[src/rtl/secuenciador_suma_multibyte.sv]
// Byte-serial wide adder: one 8-bit adder walked over NBYTES slices, LSB first, carry chained.
// Optional build macro SECUENCIADOR_RESTA_EN adds a `resta` input (A - B via inverted B, carry-in 1).

module sumador_8bits_1 (
  input  logic [7:0] A,
  input  logic [7:0] B,
  input  logic       Cin,
  output logic [7:0] S,
  output logic       Carry,
  output logic       Ovf
);
  assign {Carry, S} = {1'b0, A} + {1'b0, B} + {8'b0, Cin};
  assign Ovf        = (A[7] == B[7]) && (S[7] != A[7]);
endmodule

module secuenciador_suma_multibyte #(
  parameter int NBYTES = 4
) (
  input  logic                clk,
  input  logic                rst,
  input  logic                start,
  input  logic [8*NBYTES-1:0] A,
  input  logic [8*NBYTES-1:0] B,
  input  logic                Cin,
`ifdef SECUENCIADOR_RESTA_EN
  input  logic                resta,
`endif
  output logic                busy,
  output logic                done,
  output logic [8*NBYTES-1:0] S,
  output logic                Carry,
  output logic                Ovf
);
  localparam int W  = 8 * NBYTES;
  localparam int IW = $clog2(NBYTES);

  typedef enum logic [1:0] {IDLE, SUMA, FIN} state_t;

  state_t        state_q;
  logic [IW-1:0] idx_q;
  logic [W-1:0]  a_q, b_q, s_q, s_d;
  logic          cy_q, cy_d, carry_q, ovf_q, busy_q, done_q;
  logic [W-1:0]  a_sh, b_sh;
  logic [7:0]    a_sl, b_sl, add_s;
  logic          add_c, add_o;
  logic          last;

`ifdef SECUENCIADOR_RESTA_EN
  logic resta_q;
  assign cy_d = resta ? 1'b1 : Cin;
  assign b_sl = b_sh[7:0] ^ {8{resta_q}};
`else
  assign cy_d = Cin;
  assign b_sl = b_sh[7:0];
`endif

  assign a_sh = a_q >> {idx_q, 3'b000};
  assign b_sh = b_q >> {idx_q, 3'b000};
  assign a_sl = a_sh[7:0];
  assign last = (idx_q == IW'(NBYTES - 1));

  sumador_8bits_1 u_add (
    .A(a_sl), .B(b_sl), .Cin(cy_q), .S(add_s), .Carry(add_c), .Ovf(add_o)
  );

  // Only the slice selected by idx is replaced; other bytes keep stale data until written.
  always_comb begin
    s_d = s_q;
    for (int i = 0; i < NBYTES; i++)
      if (idx_q == IW'(i)) s_d[8*i +: 8] = add_s;
  end

  always_ff @(posedge clk or posedge rst) begin
    if (rst) begin
      state_q <= IDLE;
      idx_q   <= '0;
      a_q     <= '0;
      b_q     <= '0;
      cy_q    <= 1'b0;
      s_q     <= '0;
      carry_q <= 1'b0;
      ovf_q   <= 1'b0;
      busy_q  <= 1'b0;
      done_q  <= 1'b0;
`ifdef SECUENCIADOR_RESTA_EN
      resta_q <= 1'b0;
`endif
    end else begin
      case (state_q)
        IDLE: begin
          done_q <= 1'b0;
          if (start) begin
            a_q     <= A;
            b_q     <= B;
            cy_q    <= cy_d;
            idx_q   <= '0;
            busy_q  <= 1'b1;
            state_q <= SUMA;
`ifdef SECUENCIADOR_RESTA_EN
            resta_q <= resta;
`endif
          end
        end
        SUMA: begin
          s_q  <= s_d;
          cy_q <= add_c;
          if (last) begin
            carry_q <= add_c;
            ovf_q   <= add_o;
            busy_q  <= 1'b0;
            done_q  <= 1'b1;
            state_q <= FIN;
          end else begin
            idx_q <= idx_q + IW'(1);
          end
        end
        FIN: begin
          done_q  <= 1'b0;
          state_q <= IDLE;
        end
        default: begin
          busy_q  <= 1'b0;
          done_q  <= 1'b0;
          state_q <= IDLE;
        end
      endcase
    end
  end

  assign busy  = busy_q;
  assign done  = done_q;
  assign S     = s_q;
  assign Carry = carry_q;
  assign Ovf   = ovf_q;
endmodule

[config.mk]
export PLATFORM = sky130hd
export DESIGN_NAME = secuenciador_suma_multibyte
export DESIGN_NICKNAME = d
export VERILOG_FILES = /design/src/rtl/secuenciador_suma_multibyte.sv
export SDC_FILE = /design/constraint.sdc
export NUM_CORES = 1
export LEC_CHECK = 0
export ABC_AREA = 1
export BUFFER_PORTS_ARGS = -buffer_cell sky130_fd_sc_hd__buf_2
export CORE_MARGIN = 4
export CORE_UTILIZATION = 50
export CTS_CLUSTER_SIZE = 24
export DETAILED_ROUTE_END_ITERATION = 6
export PLACE_DENSITY = 0.76
export SKIP_CTS_REPAIR_TIMING = 1
export SLEW_MARGIN = 20
export SYNTH_ARGS = -nofsm -noshare
export SYNTH_HDL_FRONTEND = slang
export SYNTH_HIERARCHICAL = 1
export SYNTH_SLANG_ARGS = --single-unit
[constraint.sdc]
create_clock -name clk -period 3.2 [get_ports clk]
set_clock_uncertainty 0.2 [all_clocks]
set_input_delay 0.16 -clock clk [delete_from_list [all_inputs] [get_ports clk]]
set_output_delay 0.16 -clock clk [all_outputs]
set_load 0.03 [all_outputs]
==> impl_metrics.toml <==
[worst_setup_path]
required_ns = 3.25
arrival_ns = 2.99
startpoint_type = "flop"
cp_slowest_stage_delay_ns = 0.49
worstPathCellList = "inv_2, nand2_1, o211ai_1, nand2_1, fa_1, fa_1, nand3_1, nand2_1, nand2_1, a21o_1, nand2_1, inv_1, o21ai_1"
cp_max_fo = 19
end_kind = "flop"
crit_type = "flop to flop"
crit_path_top_delay_cell = "dfrtp_1"
critPathMostFrequentCell = "nand2_1"

[synth]
netlist_area_mm2 = 0.00519
syn_nets = 718
synthCells = 637
ys_seq_area_frac = 0.506
yosysUniqueCellTypes = 31
ys_seq_elements = 105
ys.warnings.count = 6
syn_avg_cell_area_um2 = 8.16

[pwr]
power_frac_seq = 0.304
p_comb_frac = 0.577
clock_power_share = 0.119
leakagePower_nw = 3.64
intPower_mw = 3.88
power_density_mw_per_mm2 = 1160
p_switching_mw = 3.82
swShare = 0.496
ir_drop_v = 0.000546

[worst_hold_path]
hp-class = "primary input to asynchronous set/reset pin"

[placed_design]
hpwl_mm = 8.49
dpl.cell_count = 846
place_area_mm2 = 0.00577
portBuffers = 103
gp_congestion = 0.875

[route]
drc = 0
ant_nets = 0
wl_per_cell_um = 13.8
dr_total_vias = 4624
routed_wirelength_mm = 12.8
dr.pass1.iters = 5
vias_per_cell = 4.98
drtIter0Drc = 287

[clocking]
cts_tree = "yes"
clk_path_buf_depth = 2
cts.sinks = 105
clk_pin_slew_worst_paths_ns = 0.09
clk_latency_ns = 0.37
cts_max_level = 3
cts_buffers = 9
clock-root-buffer = "clkbuf_8"

[sta]
worst_slew_pin_slew_ns = 0.879
finalMaxSlewViolations = 0
rsz0062_at_grt = "no"
fin_crit_sh = 0.916
setup_violations = 0
min_period_ns = 2.93
timing.fmax_mhz = 341
final.setup.tns_ns = 0
hold_viol_final = 0
worst_slew_margin_rel = 0.412

[finish]
layout-drive-gt1-share = 0.201
syn2layout_area_growth_pct = 28.3
final_nets = 871
final_area_mm2 = 0.00666
fillCellCount = 797
mostFrequentLayoutCells = "257 x nand2_1, 105 x dfrtp_1, 103 x buf_2, 73 x nand3_1, 66 x dlygate4sd3_1"
diodes = 0
fin_cells = 928
final_common_cell = "nand2_1"

[floorplan]
std_cell_rows = 36
chipWidth_um = 110
core_mm2 = 0.00995
die-area_mm2 = 0.0121
fp.dieH_um = 110
ios = 104
initial_core_util = 0.522

[global_routing]
antenna_found_initial = 0
grt_pass1_wl_mm = 18.5
grt_start_max_net_pins = 65
grt_overflow = 0
grt_pass1_vias = 4005
grtUsageTotal = 0.197

[flow_run]
max_cap_violations = 0

[status]
status = "complete, no violations"
cell type report:
cell class                      instances  area (um2)  share of cell area
Sequential cell                       105        2630               0.394
Multi-Input combinational cell        440        2170               0.326
Timing Repair Buffer                  177        1250               0.187
Inverter                               57         216              0.0325
Tap cell                              133         166              0.0250
Clock buffer                           11         151              0.0227
Clock inverter                          5        77.6              0.0116
state kept, by name (all words and copies together) (netlist names):
| signal | flops |
|---|---|
| done | 1 |
| S | 32 |
| idx_q | 2 |
| Ovf | 1 |
| busy | 1 |
| Carry | 1 |
| cy_q | 1 |
| b_q | 32 |
| a_q | 32 |
| state_q | 2 |
final timing paths:
check,depth (start not counted),end,slack (ns),from
setup / recovery,13,S[6],0.27,idx_q[0]
hold / removal,3,S[5],0.22,rst
setup reg to reg,13,S[6],0.27,idx_q[0]
hold reg to reg,2,b_q[21],0.28,b_q[21]
max in group asynchronous,4,b_q[26],1.88,rst
min in group clk,4,b_q[16],0.27,start
power groups by stage:
stage          clock (mW)  sequential, mW  combinational [mW]
6_report            0.915            2.34                4.45
5_1_grt             0.978            2.41                5.03
4_1_cts             0.937            2.34                4.39
3_5_place_dp            0            2.36                4.38
3_3_place_gp            0            2.33                4.26
2_1_floorplan           0            2.66                3.07
cell families (layout without fill, tap and decap cells):
group,count (synthesis),in the layout,synth area share
adder cells (fa/ha/maj),13,13,0.0342
AND/OR/NAND/NOR,352,352,0.285
flip-flops,105,105,0.506
buffers and inverters,92,250,0.0776
XOR/XNOR,4,4,0.00819
AO/OA/AOI/OAI,71,71,0.0889
Yosys cell counts (all sizes together):
| master | count | area (um2) |
|---|---|---|
| o21ai | 49 | 305 |
| dfrtp | 105 | 2630 |
| nand2 | 265 | 1030 |
| xnor2 | 1 | 8.76 |
| fa | 2 | 40.0 |
| xor2 | 3 | 33.8 |
| clkbuf | 2 | 7.51 |
| ha | 11 | 138 |
| inv | 56 | 210 |
| clkinv | 1 | 3.75 |
| nand4 | 4 | 25.0 |
| or2 | 1 | 6.26 |
| a21oi | 5 | 28.8 |
| nor2 | 7 | 36.3 |
| nand3b | 1 | 7.51 |
| buf | 33 | 181 |
| nand3 | 74 | 375 |
| o211ai | 16 | 120 |
| a21o | 1 | 7.51 |
routing by layer:
layer / GRT usage / share of wire
met1: 0.276 / 0.45
met2: 0.307 / 0.48
met3: 0.0258 / 0.048
met4: 0.0828 / 0.023
met5: 0 / 0
critical path: cells and delay by family (launching register included):
| family | cells | cell delay (ns) |
|---|---|---|
| buf+inv | 2 | 0.41 |
| fa+ha+maj | 2 | 0.90 |
| simple gates | 6 | 0.51 |
| flops | 1 | 0.49 |
| compound gates | 3 | 0.29 |
stage by stage:
stage,setup WS [ns],hold slack [ns],power [mW],util
after CTS,0.254,-0.312,7.67,0.603
after global routing,0.0292,0.293,8.41,0.669
final,0.270,0.219,7.70,0.669
after detailed placement,0.278,0.0936,6.75,0.580
after floorplan,0.0795,0.105,5.73,-
after global placement,0.422,0.0879,6.60,0.580
No activity file was read; power rests on OpenSTA's default activity.
